### src/rtl/pipeline_hazard_ctrl_pkg.sv
// Shared types for the pipeline stall/flush sequencer.
package pipeline_hazard_ctrl_pkg;

   localparam int unsigned XLEN  = 32;
   localparam int unsigned CNT_W = 32;

   typedef enum logic {
      RUN    = 1'b0,
      SQUASH = 1'b1
   } hazard_state_t;

   // Per-cycle pipeline register controls
   typedef struct packed {
      logic pc_ld;
      logic ifid_ld;
      logic idex_ld;
      logic exmem_ld;
      logic memwb_ld;
      logic ifid_flush;
      logic idex_flush;
      logic pc_redirect_en;
   } hazard_ctl_t;

endpackage

### src/rtl/hazard_perf_counters.sv
// Free-running stall and flush event counters, wrapping modulo 2^32.
module hazard_perf_counters
   import pipeline_hazard_ctrl_pkg::*;
(
   input  logic             clk,
   input  logic             rst_n,
   input  logic             istall_inc_i,
   input  logic             dstall_inc_i,
   input  logic             flush_inc_i,
   output logic [CNT_W-1:0] istall_cnt_o,
   output logic [CNT_W-1:0] dstall_cnt_o,
   output logic [CNT_W-1:0] flush_cnt_o
);

   logic [CNT_W-1:0] istall_q, dstall_q, flush_q;

   always_ff @(posedge clk or negedge rst_n) begin
      if (!rst_n) begin
         istall_q <= '0;
         dstall_q <= '0;
         flush_q  <= '0;
      end else begin
         if (istall_inc_i) istall_q <= istall_q + CNT_W'(1);
         if (dstall_inc_i) dstall_q <= dstall_q + CNT_W'(1);
         if (flush_inc_i)  flush_q  <= flush_q + CNT_W'(1);
      end
   end

   assign istall_cnt_o = istall_q;
   assign dstall_cnt_o = dstall_q;
   assign flush_cnt_o  = flush_q;

endmodule

### src/rtl/pipeline_hazard_ctrl.sv
// Stall/flush sequencer: turns cache misses and taken branches into pipeline
// register load/flush enables, with a SQUASH state for branches racing a fetch.
module pipeline_hazard_ctrl
   import pipeline_hazard_ctrl_pkg::*;
(
   input  logic             clk,
   input  logic             rst_n,
   input  logic             if_req,
   input  logic             icache_resp,
   input  logic             mem_req,
   input  logic             dcache_resp,
   input  logic             br_taken,
   input  logic [XLEN-1:0]  br_target,
   output logic             pc_ld,
   output logic             ifid_ld,
   output logic             idex_ld,
   output logic             exmem_ld,
   output logic             memwb_ld,
   output logic             ifid_flush,
   output logic             idex_flush,
   output logic             pc_redirect_en,
   output logic [XLEN-1:0]  pc_redirect,
   output logic [CNT_W-1:0] istall_cnt,
   output logic [CNT_W-1:0] dstall_cnt,
   output logic [CNT_W-1:0] flush_cnt
);

   hazard_state_t   state_q, state_d;
   logic [XLEN-1:0] redirect_q, redirect_d;
   hazard_ctl_t     ctl;
   logic            dstall, istall, in_squash, flush_inc;

   assign in_squash = (state_q == SQUASH);
   assign dstall    = mem_req & ~dcache_resp;
   assign istall    = (if_req & ~icache_resp) | (in_squash & ~icache_resp);

   always_ff @(posedge clk or negedge rst_n) begin
      if (!rst_n) begin
         state_q    <= RUN;
         redirect_q <= '0;
      end else begin
         state_q    <= state_d;
         redirect_q <= redirect_d;
      end
   end

   // Enables are combinational; priority is dstall > SQUASH > branch > istall
   always_comb begin
      ctl        = '0;
      state_d    = state_q;
      redirect_d = redirect_q;
      flush_inc  = 1'b0;
      if (!rst_n || dstall) begin
         ctl = '0;
      end else if (in_squash) begin
         ctl.ifid_ld    = 1'b1;
         ctl.idex_ld    = 1'b1;
         ctl.exmem_ld   = 1'b1;
         ctl.memwb_ld   = 1'b1;
         ctl.ifid_flush = 1'b1;
         if (icache_resp) begin
            ctl.pc_ld          = 1'b1;
            ctl.pc_redirect_en = 1'b1;
            state_d            = RUN;
         end
      end else if (br_taken) begin
         ctl.ifid_ld    = 1'b1;
         ctl.idex_ld    = 1'b1;
         ctl.exmem_ld   = 1'b1;
         ctl.memwb_ld   = 1'b1;
         ctl.ifid_flush = 1'b1;
         ctl.idex_flush = 1'b1;
         flush_inc      = 1'b1;
         if (istall) begin
            redirect_d = br_target;
            state_d    = SQUASH;
         end else begin
            ctl.pc_ld = 1'b1;
         end
      end else if (istall) begin
         ctl.idex_ld    = 1'b1;
         ctl.idex_flush = 1'b1;
         ctl.exmem_ld   = 1'b1;
         ctl.memwb_ld   = 1'b1;
      end else begin
         ctl.pc_ld    = 1'b1;
         ctl.ifid_ld  = 1'b1;
         ctl.idex_ld  = 1'b1;
         ctl.exmem_ld = 1'b1;
         ctl.memwb_ld = 1'b1;
      end
   end

   assign pc_ld          = ctl.pc_ld;
   assign ifid_ld        = ctl.ifid_ld;
   assign idex_ld        = ctl.idex_ld;
   assign exmem_ld       = ctl.exmem_ld;
   assign memwb_ld       = ctl.memwb_ld;
   assign ifid_flush     = ctl.ifid_flush;
   assign idex_flush     = ctl.idex_flush;
   assign pc_redirect_en = ctl.pc_redirect_en;
   assign pc_redirect    = redirect_q;

   hazard_perf_counters u_perf (
      .clk          (clk),
      .rst_n        (rst_n),
      .istall_inc_i (istall & ~dstall),
      .dstall_inc_i (dstall),
      .flush_inc_i  (flush_inc),
      .istall_cnt_o (istall_cnt),
      .dstall_cnt_o (dstall_cnt),
      .flush_cnt_o  (flush_cnt)
   );

endmodule

### config.mk
export PLATFORM = sky130hd
export DESIGN_NAME = pipeline_hazard_ctrl
export DESIGN_NICKNAME = d
export VERILOG_FILES = /design/src/rtl/pipeline_hazard_ctrl_pkg.sv /design/src/rtl/hazard_perf_counters.sv /design/src/rtl/pipeline_hazard_ctrl.sv
export SDC_FILE = /design/constraint.sdc
export NUM_CORES = 1
export LEC_CHECK = 0
export BUFFER_PORTS_ARGS = -buffer_cell sky130_fd_sc_hd__buf_2
export CAP_MARGIN = 15
export CORE_UTILIZATION = 56
export DETAILED_ROUTE_END_ITERATION = 10
export GPL_TIMING_DRIVEN = 0
export PLACE_DENSITY_LB_ADDON = 0.05
export SLEW_MARGIN = 20
export SYNTH_ARGS = -nofsm -noshare
export SYNTH_HDL_FRONTEND = slang
export SYNTH_SLANG_ARGS = --single-unit
### constraint.sdc
create_clock -name clk -period 3.64 [get_ports clk]
set_input_delay 0.364 -clock clk [delete_from_list [all_inputs] [get_ports clk]]
set_output_delay 0.364 -clock clk [all_outputs]
set_load 0.01 [all_outputs]
==> reports/qor.csv <==
stage;metric;value;unit
timing;Rel. slew slack;41.4;%
critical_path;CP Capture Type;primary output;
global_routing;first-pass GRT wire length;22.2;mm
cells_and_area;post-route cell area;7540;um2
global_routing;pin count of the biggest net entering global routing;101;
cts;CTS root buffer;clkbuf_8;
routing;DRT antenna net count;0;
cells_and_area;ratio of cells with drive above 1 in the final layout;36.0;%
floorplanning;DIE HEIGHT;104;um
cts;Clock transition at path regs;60;ps
synthesis;top cell type's share of synthesized area;55.4;%
min_path;Hold Crit Class;in2reg;
global_routing;Overflow after GRT;0;
synthesis;Synth async-reset ratio;100;%
floorplanning;core footprint;9910;um2
timing;worst slew pin tran;871;ps
routing;Vias per Instance;5.41;
cts;deepest clock path buffer count;2;
global_routing;vias in the first global route;4579;
cts;CTS resizes;0;
cts;number of buffers created by CTS;17;
timing;max-slew violation count;0;
synthesis;top cells by count, synth;dfrtp_1, xnor2_1, nand4_1;
routing;drt total wl;13.2;mm
pwr;Clk pwr share;41.8;%
cts;H-tree depth;4;
synthesis;Synth Register Bits;129;
floorplanning;DIE WIDTH;104;um
timing;FMAX;363;MHz
cells_and_area;Ant. Diodes;0;
critical_path;WS Path Type;in2out;
synthesis;sequential share of the synthesized area;55.4;%
critical_path;Startpoint Class;input pin;
cts;Post CTS Setup Buffer Count;0;
cells_and_area;area growth from synthesis to layout;29.5;%
routing;WL/cell;15.7;um
timing;setup repair after global routing missed its margin;no;
job;max-cap viol count;0;
place;DP Wirelength;9.33;mm
timing;final hold slack;63.1;ps
pwr;Logic pwr share;16.3;%
pwr;static leakage;0.00384;uW
routing;Post-route DRC;0;
timing;Final setup viols;0;
timing;Hold Fails Final Rpt;0;
routing;drt pass-1 iters;4;
critical_path;WP data required;3280;ps
place;port bufs;174;
synthesis;syn_nets;540;
floorplanning;io pins;175;
synthesis;most frequent cell after synthesis;dfrtp_1;
synthesis;most area-consuming cells after synthesis;dfrtp_1, xnor2_1, xor2_1;
pwr;pwr/cell area;575;nW/um2
critical_path;Crit Path Max Fanout;100;
synthesis;post-synth cell types;33;
synthesis;area leader, netlist;dfrtp_1;
global_routing;GRT Overall Usage;25.8;%
global_routing;initial antenna violation count;0;
cts;CTS tree;done;
synthesis;Synth Area per Inst;11.7;um2
pwr;maximum VDD drop;0.394;mV
routing;DR vias;4543;
run_status;outcome;completed;
cts;CTS sink cnt;129;
pwr;Total Power;4340;uW
pwr;Psw;1140;uW
pwr;internal power;3200;uW
cells_and_area;Final nets;735;
synthesis;synth warn;0;
floorplanning;Die ar.;10800;um2
pwr;switching share of total power;26.4;%
pwr;Sequential Power Share;41.8;%
synthesis;Post-synth EDFFs;0;
critical_path;WP data arrival;2390;ps
place;Final Wtd Congestion;0.795;
timing;skew final;8.13;ps
synthesis;Mapped Area;5820;um2
routing;initial drt markers;204;
cts;hold-fix buffers at CTS;1;
floorplanning;num rows;36;
synthesis;Synth Instances;498;
floorplanning;initial core utilization;58.8;%
place;total placed instance area;6900;um2
timing;Final min period;2760;ps
timing;Tcrit/Tclk final;75.7;%
cts;worst skew pair latency;520;ps
synthesis;ys flop type;dfrtp_1;
-- state kept, by name, indices dropped and copies added (netlist names) --
signal,count
pc_redirect,32
u_perf.dstall_cnt_o,32
u_perf.flush_cnt_o,32
u_perf.istall_cnt_o,32
in_squash,1
-- area by class of cell --
type	instances	area, um2
plain buffers	18	90.1
multi-input cells	345	2480
fillers	688	2370
well taps	133	166
flip-flops and latches	129	3230
clock inverters	10	181
inverters	6	22.5
clock buffers	22	453
repair buffers	176	918
-- power by group through the flow --
stage | sequential, uW | combinational, uW | clock (uW)
global route | 1850 | 775 | 1910
global placement | 1830 | 690 | 0
finish | 1820 | 708 | 1820
floorplan | 1920 | 268 | 0
detailed placement | 1840 | 714 | 0
CTS | 1820 | 722 | 1850
-- placed cells by master, fill, tap and decap left out, drive strengths merged, types with 2 or more instances in the layout --
master,count
buf,184
dfrtp,129
xnor2,56
nand4,48
nand2,46
xor2,37
mux2,33
clkbuf,31
nor4,25
nand3,23
nor2,21
nor3,12
and3,11
and4,9
inv,6
and2,5
bufinv,5
clkinv,4
nor2b,3
nand4b,3
ha,3
nand2b,2
or2,2
-- logic make-up (layout without fill, tap and decap cells) --
| family | Yosys count | after routing | share of synthesized area (%) |
|---|---|---|---|
| adders and majority gates | 3 | 3 | 0.645 |
| muxes | 33 | 33 | 6.38 |
| buffers and inverters | 24 | 232 | 1.93 |
| and+or+nand+nor | 213 | 213 | 21.2 |
| DFF | 129 | 129 | 55.4 |
| xor gates and xnor gates | 93 | 93 | 14.0 |
| AOI/OAI and AO/OA | 3 | 3 | 0.387 |
-- per-layer routing --
metal	GRT usage (%)	share of wire, %	vias up
li1	-	-	2161
met1	34.0	43	2195
met2	41.1	50	168
met3	6.77	6.2	19
met4	9.69	1.4	0
met5	0	0	-
-- path summary, 6_finish.rpt --
kind / start / endpoint / slack [ps] / depth (start not counted)
max: rst_n / idex_flush / 880 / 6
min: br_target[6] / pc_redirect[6] / 60 / 2
max reg2reg: u_perf.dstall_cnt_o[5] / u_perf.dstall_cnt_o[27] / 1600 / 4
min reg2reg: u_perf.dstall_cnt_o[31] / u_perf.dstall_cnt_o[31] / 470 / 1
max in group asynchronous: rst_n / pc_redirect[29] / 2600 / 3
min in group asynchronous: rst_n / u_perf.flush_cnt_o[13] / 300 / 2
-- per-stage QoR --
| stage | instances | utilization, % | setup TNS (ps) | setup slack, ps |
|---|---|---|---|---|
| 5_1_grt | 839 | 76.1 | 0 | 643 |
| 2_1_floorplan | 498 | - | 0 | 1860 |
| 3_5_place_dp | 806 | 69.6 | 0 | 1230 |
| 6_report | 839 | 76.1 | 0 | 885 |
| 4_1_cts | 839 | 76.1 | 0 | 835 |
| 3_3_place_gp | 805 | 69.2 | -20770 | -657 |
-- worst max-delay path: stages --
cell and delay [ps]:
dlygate4sd3_1 560, buf_8 270, buf_16 410, nand2_1 230
nor3_1 320, buf_2 190
Note: power is estimated with default switching activity, not from simulation.
